<file path="config.mk">
export PLATFORM = sky130hd
export DESIGN_NAME = bfm_apb2ahb
export DESIGN_NICKNAME = d
export VERILOG_FILES = /design/src/rtl/bfm_apb2ahb_pkg.sv /design/src/rtl/bfm_apb2ahb.sv
export SDC_FILE = /design/constraint.sdc
export NUM_CORES = 1
export LEC_CHECK = 0
export CORE_ASPECT_RATIO = 1.5
export CORE_UTILIZATION = 46
export CTS_BUF_LIST = sky130_fd_sc_hd__clkbuf_16
export DETAILED_ROUTE_END_ITERATION = 10
export GPL_ROUTABILITY_DRIVEN = 0
export PLACE_DENSITY = 0.91
export REMOVE_ABC_BUFFERS = 1
export SETUP_SLACK_MARGIN = 0.3
export SLEW_MARGIN = 25
export SYNTH_ARGS = -nofsm -noshare
export SYNTH_HDL_FRONTEND = slang
export SYNTH_SLANG_ARGS = --single-unit
</file>
<file path="constraint.sdc">
create_clock -name HCLK -period 7.3 [get_ports HCLK]
set_input_delay 1.46 -clock HCLK [delete_from_list [all_inputs] [get_ports HCLK]]
set_output_delay 1.46 -clock HCLK [all_outputs]
set_load 0.02 [all_outputs]
</file>
<file path="src/rtl/bfm_apb2ahb_pkg.sv">
// rtl/bfm_apb2ahb_pkg.sv - AHB encodings and bridge states shared by the APB-to-AHB BFM
package bfm_apb2ahb_pkg;

  localparam logic [1:0] HTRANS_IDLE   = 2'b00;
  localparam logic [1:0] HTRANS_NONSEQ = 2'b10;
  localparam logic [2:0] HSIZE_WORD    = 3'b010;
  localparam logic [2:0] HBURST_SINGLE = 3'b000;
  localparam logic [3:0] HPROT_DEFAULT = 4'b0011;

  localparam int unsigned TCNT_W = 16;

  typedef enum logic [2:0] {
    ST_IDLE = 3'd0,
    ST_ADDR = 3'd1,
    ST_DATA = 3'd2,
    ST_ERR2 = 3'd3,
    ST_RESP = 3'd4
  } bridge_state_t;

endpackage

</file>
<file path="src/rtl/bfm_apb2ahb.sv">
// rtl/bfm_apb2ahb.sv - APB completer that replays each access as one AHB-Lite single word transfer
module bfm_apb2ahb
  import bfm_apb2ahb_pkg::*;
#(
  parameter int          TPD      = 1,
  parameter logic [31:0] AHB_BASE = 32'h0000_0000,
  parameter int          TIMEOUT  = 0
) (
  input  logic        HCLK,
  input  logic        HRESET,
  input  logic        PSEL,
  input  logic        PENABLE,
  input  logic        PWRITE,
  input  logic [31:0] PADDR,
  input  logic [31:0] PWDATA,
  output logic [31:0] PRDATA,
  output logic        PREADY,
  output logic        PSLVERR,
  output logic [31:0] HADDR,
  output logic [1:0]  HTRANS,
  output logic        HWRITE,
  output logic [2:0]  HSIZE,
  output logic [2:0]  HBURST,
  output logic [3:0]  HPROT,
  output logic        HMASTLOCK,
  output logic [31:0] HWDATA,
  input  logic [31:0] HRDATA,
  input  logic        HREADY,
  input  logic        HRESP
);

  // TPD only shapes simulation timing elsewhere; out-of-range values leave nothing to build.
  if (TPD < 0 || TIMEOUT < 0 || TIMEOUT > 65535) begin : g_param_range_unsupported
  end

  localparam bit                TO_EN   = (TIMEOUT > 0);
  localparam logic [TCNT_W-1:0] TO_LAST = TCNT_W'(TIMEOUT - 1);

  bridge_state_t     state_q, state_d;
  logic [TCNT_W-1:0] tcnt_q, tcnt_d;
  logic [31:0]       wdata_q, wdata_d;
  logic [31:0]       haddr_d, hwdata_d, prdata_d;
  logic [1:0]        htrans_d;
  logic              hwrite_d, pready_d, pslverr_d;

  logic unused_paddr_lsbs;
  assign unused_paddr_lsbs = ^PADDR[1:0];

  assign HSIZE     = HSIZE_WORD;
  assign HBURST    = HBURST_SINGLE;
  assign HPROT     = HPROT_DEFAULT;
  assign HMASTLOCK = 1'b0;

  always_comb begin
    state_d   = state_q;
    tcnt_d    = tcnt_q;
    wdata_d   = wdata_q;
    haddr_d   = HADDR;
    htrans_d  = HTRANS;
    hwrite_d  = HWRITE;
    hwdata_d  = HWDATA;
    prdata_d  = PRDATA;
    pready_d  = 1'b0;
    pslverr_d = 1'b0;
    case (state_q)
      ST_IDLE: begin
        // Only a genuine setup phase starts a transfer; PSEL with PENABLE here is ignored.
        if (PSEL && !PENABLE) begin
          hwrite_d = PWRITE;
          wdata_d  = PWDATA;
          haddr_d  = AHB_BASE | {PADDR[31:2], 2'b00};
          htrans_d = HTRANS_NONSEQ;
          state_d  = ST_ADDR;
        end
      end
      ST_ADDR: begin
        if (HREADY) begin
          htrans_d = HTRANS_IDLE;
          hwdata_d = wdata_q;
          tcnt_d   = '0;
          state_d  = ST_DATA;
        end else if (TO_EN && tcnt_q == TO_LAST) begin
          htrans_d  = HTRANS_IDLE;
          tcnt_d    = '0;
          pready_d  = 1'b1;
          pslverr_d = 1'b1;
          state_d   = ST_RESP;
        end else if (TO_EN) begin
          tcnt_d = tcnt_q + 1'b1;
        end
      end
      ST_DATA: begin
        // A single-cycle ERROR is not legal AHB but is still reported as an error.
        if (HRESP) begin
          if (HREADY) begin
            pready_d  = 1'b1;
            pslverr_d = 1'b1;
            state_d   = ST_RESP;
          end else begin
            state_d = ST_ERR2;
          end
        end else if (HREADY) begin
          if (!HWRITE) prdata_d = HRDATA;
          pready_d = 1'b1;
          state_d  = ST_RESP;
        end
      end
      ST_ERR2: begin
        if (HREADY) begin
          pready_d  = 1'b1;
          pslverr_d = 1'b1;
          state_d   = ST_RESP;
        end
      end
      ST_RESP: state_d = ST_IDLE;
      default: state_d = ST_IDLE;
    endcase
  end

  always_ff @(posedge HCLK or posedge HRESET) begin
    if (HRESET) begin
      state_q <= ST_IDLE;
      tcnt_q  <= '0;
      wdata_q <= '0;
      HADDR   <= '0;
      HTRANS  <= HTRANS_IDLE;
      HWRITE  <= 1'b0;
      HWDATA  <= '0;
      PRDATA  <= '0;
      PREADY  <= 1'b0;
      PSLVERR <= 1'b0;
    end else begin
      state_q <= state_d;
      tcnt_q  <= tcnt_d;
      wdata_q <= wdata_d;
      HADDR   <= haddr_d;
      HTRANS  <= htrans_d;
      HWRITE  <= hwrite_d;
      HWDATA  <= hwdata_d;
      PRDATA  <= prdata_d;
      PREADY  <= pready_d;
      PSLVERR <= pslverr_d;
    end
  end

endmodule
</file>
Yosys cells after proc, flatten, opt, wreduce, memory -nomap -nowiden
Index checks and enable logic that the tools add are counted.
- input bits: 103
- logic and storage cells: 39
- register bits: 134
- output and inout bits: 112
- bitwise operators: 2
- muxes and demuxes: 13
- equal/unequal tests: 5
- reduce and logical (&&, ||, !) cells: 10
- operator list (operator ; count):
    $mux W3 ; 5
    $pmux W3 S4 ; 1
    $eq A3 B2 Y1 const B ; 2
    $reduce_and A2 Y1 ; 3
    $mux W2 ; 2
    $ne A2 B2 Y1 const B ; 2
    $pmux W2 S2 ; 1
    $reduce_and A4 Y1 ; 1
    $eq A3 B1 Y1 const B ; 1
    $logic_not A3 Y1 ; 1
    $mux W1 ; 3
    $reduce_and A3 Y1 ; 1
    $not A1 Y1 ; 2
    $pmux W1 S2 ; 1
    $reduce_bool A2 Y1 ; 1
    $reduce_or A2 Y1 ; 1
    $logic_and A1 B1 Y1 ; 1
    $logic_not A1 Y1 ; 1

Depth between registers and ports, before layout
- depth in word-level cells: 4
- depth in mapped cells: 5
- gate-level depth less buffers: 3

Least setup slack after synthesis
OpenSTA, ideal clock, no wires.
- path kind: input-to-reg
- start: input port PENABLE
- end: register HADDR[10]
- slack: 4531 ps
- buffers on the path: 1
- cell stages on the path: 4
- setup time: 125 ps
- required time: 7175 ps
- arrival: 2644 ps
- cell sequence: or4b_4 > nor2_8 > buf_6 > mux2_2
- word-level cells in the longest chain between the ends: 3
- RTL lines (item ; RTL line ; source):
    from (decl) ; bfm_apb2ahb.sv:12 ; input logic PENABLE,
    $logic_not A1 Y1 ; bfm_apb2ahb.sv:68 ; if (PSEL && !PENABLE) begin
    $logic_and A1 B1 Y1 ; bfm_apb2ahb.sv:68 ;
    $reduce_and A2 Y1 (no line) ; - ;
    to (signal assigned) ; bfm_apb2ahb.sv:136 ; HADDR <= haddr_d;
    to (decl) ; bfm_apb2ahb.sv:19 ; output logic [31:0] HADDR,
Every way passes these cells.
A chain may end at the register's enable or synchronous reset.

Worst setup path in the final report
- start: input port PSEL
- end: register wdata_q[0]
- word-level cells in the longest chain between the ends: 2
- RTL lines (item ; RTL line ; source):
    from (decl) ; bfm_apb2ahb.sv:11 ; input logic PSEL,
    $logic_and A1 B1 Y1 ; bfm_apb2ahb.sv:68 ;
    $reduce_and A2 Y1 (no line) ; - ;
    to (signal assigned) ; bfm_apb2ahb.sv:135 ; wdata_q <= wdata_d;
    to (decl) ; bfm_apb2ahb.sv:41 ; logic [31:0] wdata_q, wdata_d;
Every way passes these cells.

==> reports/metrics.yaml <==
rows: 46
cts_hold_buf: 0
top_level_ports: 215
synth_seq_cells: 133
nFillCells: 726
place_area_sq_um: 7120
h-tree-depth: 4
finalClockSkew_ns: 0.00817
ir_worst_vdd_mv: 0.308
p_leak_nw: 3.30
setup_viol: 0
ys_warn_count: 0
min_path_cells: 1
clk_pin_slew_ns: 0.05
drt_iter0_drc: 104
cap_violations: 0
critical_path.max_fanout: 41
grt_max_degree: 73
r2r_cells: 4
async_flop_share_pct: 100
postSynthAreaPerCell_sq_um: 16.7
vias: 3218
cts_resized: 0
dr.pass1.iters: 3
fin_area_sq_um: 7690
post-place-ws_ns: 3.46
synth_seq_area_share_pct: 65.2
ys.flop_type: "dfrtp_1"
post_drt_via_cell_ratio: 4.82
grt_pass1_wl_mm: 17.3
antenna_found_initial: 0
die_y_um: 131
start_util_pct: 47.7
routed_wl_mm: 11.2
worst-setup-path-type: "in -> reg"
hold_class: "reg -> reg"
critPathRequiredTime_ns: 7.57
clock_latency_ns: 0.40
clock.fmax_mhz: 310
die_w_um: 88.0
cts_tree: "done"
core_area_sq_um: 10700
route.detailed.drc: 0
final_cell_mix: "clkdlybuf4s50_1 (198), dfrtp_1 (133), mux2_2 (127)"
r2r_start: "state_q[1]$_DFFE_PP0P_"
post-route-period-util_pct: 44.1
fin_setup_tns_ns: 0
routedWlPerCell_um: 16.7
drive_gt1_share_pct: 30.3
critPathLaunch: "PSEL"
synthCells: 306
regToRegSetupSlack_ns: 5.07
final_common_cell: "clkdlybuf4s50_1"
hold_start: "wdata_q[1]$_DFFE_PP0P_"
p_per_area_nw_per_um2: 459
rsz0062_at_grt: "false"
ant_nets: 0
grt_pass1_vias: 3591
cts_sinks: 133
synth-edff-count: 0
dp_hpwl_mm: 7.88
syn_to_final_growth_pct: 50.5
grt_usage_pct: 20.3
syn_area_sq_um: 5110
crit_path_end_kind: "flip-flop"
clockBufferDepth: 2
root_buffer: "clkbuf_16"
status: "completed"
postCtsSetupBuffers: 0
grt.overflow.total: 0
synth_top_cell_by_area: "dfrtp_1"
slew-limit-headroom_pct: 41.8
hold_viol_final: 0
finalMaxSlewViolations: 0
worst_slack_ns: 4.08
ys_types: 18
num_antenna_cells: 0
nNetsFinal: 614
port_buffers: 198
min_period_ns: 3.22
worstSetupStartpointType: "input pin"
ys_top_cells_by_area: "dfrtp_1 (65%), mux2_2 (28%), buf_4 (2.5%), buf_6 (1.3%), and3b_1 (0.51%)"
cts_buffers: 17
yosysTopAreaCellShare_pct: 65.2
holdWs_ns: 0.501
r2r-end: "wdata_q[0]$_DFFE_PP0P_"
fp.dieArea_sq_um: 11500
arrival_ns: 3.50
worstMarginPinSlew_ns: 0.873
holdPathEnd: "wdata_q[1]$_DFFE_PP0P_"
-- how the worst max path moves through the flow --
stage                             endpoint  slack (ns)  depth (start not counted)
global placement     HADDR[27]$_DFFE_PP0P_        3.49                          4
global route            HWRITE$_DFFE_PP0P_        4.01                          3
floorplan            HADDR[10]$_DFFE_PP0P_        2.29                          1
finish              wdata_q[0]$_DFFE_PP0P_        4.08                          5
detailed placement   HADDR[29]$_DFFE_PP0P_        3.46                          4
CTS                   HADDR[3]$_DFFE_PP0P_        3.88                          4
-- final cells by class --
class | instances | area, sq um | share of cell area, %
multi-input cells | 156 | 1600 | 20.9
clock buffers | 17 | 425 | 5.53
clock inverters | 15 | 124 | 1.61
inverters | 2 | 10.0 | 0.130
repair buffers | 201 | 2020 | 26.2
well taps | 144 | 180 | 2.34
flip-flops and latches | 133 | 3330 | 43.3
-- critical path, cell delays in order --
cell	delay, ns
clkdlybuf4s50_1	0.45
or4b_4	0.51
nor2_8	0.37
buf_12	0.29
mux2_2	0.37
-- sequential cells by signal, summed over array words and instances, names as in the netlist --
name	flops
HWDATA	32
PRDATA	32
wdata_q	32
HADDR	30
state_q	3
HTRANS	1
HWRITE	1
PREADY	1
PSLVERR	1
-- cell usage after synthesis (2+ instances only) --
| cell | instances |
|---|---|
| and3b_1 | 3 |
| buf_2 | 3 |
| buf_4 | 17 |
| buf_6 | 6 |
| conb_1 | 2 |
| dfrtp_1 | 133 |
| inv_1 | 2 |
| mux2_2 | 127 |
| nor2_1 | 3 |
| nor2b_1 | 2 |
-- through the flow --
step	total power, mW	util (%)	instances
2_1_floorplan	2.04	-	291
3_3_place_gp	2.68	66.5	635
3_5_place_dp	2.76	66.5	635
4_1_cts	3.57	71.6	667
5_1_grt	3.71	71.8	668
6_report	3.53	71.8	668
-- logic make-up (layout without fill, tap and decap cells) --
logic type      after synthesis  after routing  synth area share [%]
buf+inv                      29            235                  4.34
mux                         128            128                  28.2
flops                       133            133                  65.2
other cells                   2             14                 0.147
simple gates                 11             11                  1.79
compound gates                3              3                 0.368
-- report_power, final --
part           total [mW]  switching (mW)  internal [mW]
registers            1.29           0.192           1.10
clock network       0.785           0.294          0.491
logic                1.45           0.645          0.808
-- routing by layer --
layer / wire length (um) / track usage [%] / share of wire [%] / vias to the layer above
li1: - / - / - / 1449
met1: 4000 / 21.0 / 36 / 1587
met2: 5990 / 36.3 / 54 / 162
met3: 931 / 7.26 / 8.3 / 20
met4: 248 / 9.20 / 2.2 / 0
met5: 0 / 0 / 0 / -
No activity file was read; power rests on OpenSTA's default activity.
